--- src/rtl/pc_redirect.sv ---
// pc_redirect -- fetch program counter with a deferred-redirect holding register.
//
// F_PC advances by 4 whenever fetch can move (no stall, memory accepted the
// address). Control transfers resolved in D (taken branch, j/jal, jr) become
// the next F_PC. If fetch cannot move in the cycle the transfer resolves, the
// target is parked in a holding register and replayed on the next advance.
// The instruction already in F when the transfer resolves is kept, which
// gives the delay slot without any extra logic.
//
// Ports:
//   clk              single clock, rising edge
//   reset            synchronous, active-high
//   stall            hazard stall; F and D frozen, D control ignored
//   imem_ready       instruction memory accepted F_PC this cycle
//   NPCOp            D control: 001 branch, 010 j/jal, 011 jr, else sequential
//   b_result         branch comparator decision for the D instruction
//   D_PC             PC of the D-stage instruction
//   D_imm16          branch offset field
//   D_imm26          jump index field
//   D_rs_val         forwarded rs, used unmodified as the jr target
//   F_PC             current fetch address (registered)
//   redirect_pending a resolved target is held, waiting for fetch to advance
//   F_adel           F_PC misaligned or outside [IM_LO, IM_HI]
module pc_redirect #(
  parameter logic [31:0] PC_RESET = 32'h0000_3000,
  parameter logic [31:0] IM_LO    = 32'h0000_3000,
  parameter logic [31:0] IM_HI    = 32'h0000_6FFC
) (
  input  logic        clk,
  input  logic        reset,
  input  logic        stall,
  input  logic        imem_ready,
  input  logic [2:0]  NPCOp,
  input  logic        b_result,
  input  logic [31:0] D_PC,
  input  logic [15:0] D_imm16,
  input  logic [25:0] D_imm26,
  input  logic [31:0] D_rs_val,
  output logic [31:0] F_PC,
  output logic        redirect_pending,
  output logic        F_adel
);

  localparam logic [2:0] NPC_BRANCH = 3'b001;
  localparam logic [2:0] NPC_JUMP   = 3'b010;
  localparam logic [2:0] NPC_JR     = 3'b011;

  logic [31:0] branch_target;
  logic [31:0] jump_target;
  logic [31:0] redirect_target;
  logic        redirect_now;
  logic        advance;
  logic [31:0] held_target;

  // Offset is a word count: sign-extend then scale by 4; wraps modulo 2^32.
  assign branch_target = D_PC + 32'd4 + {{14{D_imm16[15]}}, D_imm16, 2'b00};
  assign jump_target   = {D_PC[31:28], D_imm26, 2'b00};

  // While stalled the D instruction is frozen and re-resolves once released,
  // so its control must not be acted on here.
  assign redirect_now = !stall &&
                        ((NPCOp == NPC_BRANCH && b_result) ||
                         NPCOp == NPC_JUMP || NPCOp == NPC_JR);

  assign advance = !stall && imem_ready;

  always_comb begin
    // NOTE: default assignment first so every path drives the signal and no latch is inferred.
    redirect_target = branch_target;
    case (NPCOp)
      NPC_JUMP: redirect_target = jump_target;
      NPC_JR:   redirect_target = D_rs_val;
      default:  redirect_target = branch_target;
    endcase
  end

  // NOTE: sequential state uses non-blocking assignments so all registers update from pre-edge values.
  always_ff @(posedge clk) begin
    if (reset) begin
      F_PC             <= PC_RESET;
      redirect_pending <= 1'b0;
      // NOTE: the holding register is only read when redirect_pending is set, but it is cleared anyway so post-reset state is fully defined.
      held_target      <= 32'h0;
    end else if (advance) begin
      if (redirect_now)          F_PC <= redirect_target;
      else if (redirect_pending) F_PC <= held_target;
      else                       F_PC <= F_PC + 32'd4;
      redirect_pending <= 1'b0;
    end else if (redirect_now) begin
      // Fetch cannot move: park the target; a newer resolution overwrites an older one.
      held_target      <= redirect_target;
      redirect_pending <= 1'b1;
    end
  end

  // Diagnostic only; sequencing is unaffected by an illegal fetch address.
  assign F_adel = (F_PC[1:0] != 2'b00) || (F_PC < IM_LO) || (F_PC > IM_HI);

endmodule

--- config.mk ---
export PLATFORM = sky130hd
export DESIGN_NAME = pc_redirect
export DESIGN_NICKNAME = d
export VERILOG_FILES = /design/src/rtl/pc_redirect.sv
export SDC_FILE = /design/constraint.sdc
export NUM_CORES = 1
export LEC_CHECK = 0
export CAP_MARGIN = 20
export CORE_ASPECT_RATIO = 1.4
export CORE_MARGIN = 2
export CORE_UTILIZATION = 36
export CTS_CLUSTER_SIZE = 30
export DETAILED_ROUTE_END_ITERATION = 16
export GPL_TIMING_DRIVEN = 0
export PLACE_DENSITY = 0.7
export SLEW_MARGIN = 20
export SYNTH_ARGS = -nofsm -noshare
export SYNTH_HDL_FRONTEND = slang
export SYNTH_SLANG_ARGS = --single-unit
--- constraint.sdc ---
create_clock -name clk -period 3.7 [get_ports clk]
set_input_delay 0.37 -clock clk [delete_from_list [all_inputs] [get_ports clk]]
set_output_delay 0.37 -clock clk [all_outputs]
set_load 0.1 [all_outputs]
==> results.md <==
- Design area: between 8000 and 9000 µm²
- Gr usage total: a little over a quarter
- Placed Area: roughly 7800 µm²
- Async SR Flop Fraction: 0%
- RSZ-0062 raised after global routing: false
- Port-buffer cells: 147
- CTS tree: done
- Die width: 114 µm
- Post-route setup TNS: 0 ns
- Clk_lat worst skew: 0.34 ns
- Clock Skew: 0.00664 ns
- Max VDD drop: 0.244 mV
- Vias per cell: 5.92
- Commonest non-fill, non-tap cell in the layout: clkdlybuf4s50_1
- Part of the Yosys area used for sequential elements: 21.3%
- Unique masters post-synth: 59
- Initial antenna violation count: 0
- Endpoints failing hold: 0
- Fmax: 0.284 GHz
- Hold Slack: 0.459 ns
- Mapped Area: 6100 µm²
- Tcrit/Tclk final: 95.2%
- Met1 usage: 29.6%
- Tot Pwr: 2.88 mW
- CP max FO: 15
- Pin count of the biggest net entering global routing: 16
- CP startpoint kind: input port
- H-tree levels: 3
- M2 GR Usage: 46.8%
- FF+latch count, synth: 65
- First-pass GRT wire length: about 36000 µm
- Crit path arrival time: approximately 3.7 ns
- Internal reg-to-reg setup slack: ~1.2 ns
- I/O pin cnt: about 150
- Worst reg2reg path depth: 11
- Vias in the first global route: 6899
- Ant. Diodes: 0
- Dpl cells: 1173
- CTS root buffer: clkbuf_16
- R2R Path Start: F_PC[3]
- GRT Max-Usage Layer: met2
- Drt drc: 0
- Crit path from: D_imm16[15]
- First-pass detailed-route iteration total: 7
- CP Capture Point: F_PC[30]
- Antenna Nets Post-Route: 0
- Multiplexer area fraction after synthesis: 5.31%
- Clock sink count: 65
- Share of cells above drive strength 1: ~4.6%
- Core area: 16700 µm²
- Primary FF master, synth: dfxtp_1
- Commonest cells after routing, fill and taps aside: clkdlybuf4s50_1, nor2_1, nand2_1, a21oi_1, dfxtp_1
- Net count after synthesis: 996
- Die span in y: 158 µm
- Critical path class: input port to flip-flop
- Worst-path clk slew: 0.06 ns
- Post-Synth XOR/XNOR Area: 6.46%
- CP Capture Type: flip-flop
- Initial DRC Count: 507
- # setup viols final: 0
- Setup Buffers After CTS: 0
- Site Rows: 56
- Worst-Margin Slew: 1.09 ns
- DP HPWL: 19100 µm
- GPL Wtd Cong: between 0.9 and 1
- Die footprint: 18000 µm²
- Nets: 1154
- Min-Delay Path Class: flip-flop to flip-flop
- Synth Area in Simple Gates: 24.1%
- Relative slew margins: 27.0%
- Synth Area in Adders: approximately an eighth
- Final Critical Period: 3.52 ns
- Starting density of the core: a little over a third
- Wire per inst: between 20 and 25 µm
- CP Data Required Time: 3.91 ns
- Max-slew violations: 0
- Max Cap Viol: 0
- Post-synthesis compound-gate area fraction: 26.1%
- Worst slack, placed: -0.578 ns
- Non-Filler Instances: around 1200
- Routed wire length: about 24000 µm
- Cts bufs inserted: 9
- Largest family of logic cells by synthesized area: compound AO/OA/AOI/OAI gates
- Routed vias: 7041
- Mapped Cells: between 800 and 900
- Overflow left after global routing: 0
- Worst Slack Setup Final: approximately 0.18 ns
- Status: complete, no violations
- P_leak: 3.09 nW
- Post-layout util: 49.1%
- Met3 Usage GRT: 2.99%
- Power per cell area: 352 nW/µm²
- EDFF count, synth: 0
- P&R area growth vs syn: 34.1%
- Worst r2r dst: F_PC[26]
- Synth warn: 0
- Avg Inst Size Synth: 7.41 µm²
- Clk buf depth: 2
==> per-layer routing <==
metal	vias to the layer above	routed length [µm]	share of wire, %
met5	-	0	0
met4	0	1210	5.1
met3	73	1530	6.4
met2	356	12000	50
met1	3260	9150	38
li1	3352	-	-
==> worst min path at each step <==
stage                                from         endpoint  slack (ns)  cells past startpoint
final                     held_target[21]  held_target[21]        0.46                      2
after CTS                  held_target[4]   held_target[4]        0.46                      2
after global routing      held_target[15]  held_target[15]        0.48                      2
after floorplan            held_target[2]   held_target[2]        0.44                      2
after detailed placement   held_target[2]   held_target[2]        0.45                      2
after global placement    held_target[20]  held_target[20]        0.44                      2
==> power breakdown <==
| group | total [mW] | internal [mW] | switching (mW) |
|---|---|---|---|
| registers | 0.775 | 0.734 | 0.0412 |
| clock network | 0.989 | 0.672 | 0.317 |
| logic | 1.12 | 0.419 | 0.697 |
==> Yosys cell counts, drive strengths merged, types with 5 or more instances <==
cell     number  area [µm²]
nor4          8        65.1
nand4        16         100
nor2         97         364
buf          16        77.6
and3         13        81.3
o2111ai       5        43.8
nor3         23         115
inv          14        52.6
and4          7        61.3
o21ai        45         225
o31ai         6        45.0
nand3        19        95.1
ha           58         726
a21o          5        37.5
nor3b         6        50.1
nand2b        8        50.1
dfxtp        65        1300
xor2         27         236
a211oi       38         300
a21oi        73         380
mux2i        29         290
a311oi        5        50.0
a31oi         7        43.8
o21a          8        60.1
nor2b        10        62.6
or3           7        43.8
xnor2        18         158
clkbuf       38         143
o211ai       23         173
nand2        91         342
==> flip-flops by register name, indices dropped and copies added (netlist names) <==
name	cells
redirect_pending	1
held_target	32
F_PC	32
==> timing repair <==
action | CTS | global route
resized for setup | 3 | 0
setup endpoints to repair | 10 | 0
hold buffers | 0 | 0
==> cell type report <==
class | count | area [µm²]
buffer | 54 | 220
clock buffer | 10 | 239
clock inverter | 6 | 105
fill | 1684 | 8490
inverter | 14 | 52.6
multi-input combinational | 690 | 4540
sequential | 65 | 1300
tap | 203 | 254
timing repair buffer | 147 | 1470
==> logic make-up (layout without fill, tap and decap cells) <==
family,Yosys count,in the layout
AND/OR/NAND/NOR,311,311
adder cells (fa/ha/maj),59,59
multiplexers,32,32
flip-flops,65,65
buffers and inverters,68,231
XOR/XNOR,45,45
AO/OA/AOI/OAI,243,243
==> critical path, stage by stage <==
cell,delay (ns)
dlygate4sd2_1,0.60
ha_1,0.36
ha_1,0.29
buf_2,0.17
a21oi_1,0.23
o21ai_0,0.22
nand2b_1,0.24
nor4_2,0.43
o31ai_1,0.16
xor2_1,0.18
a21oi_1,0.33
o21ai_0,0.15
Power figures use the tool's default switching activity.
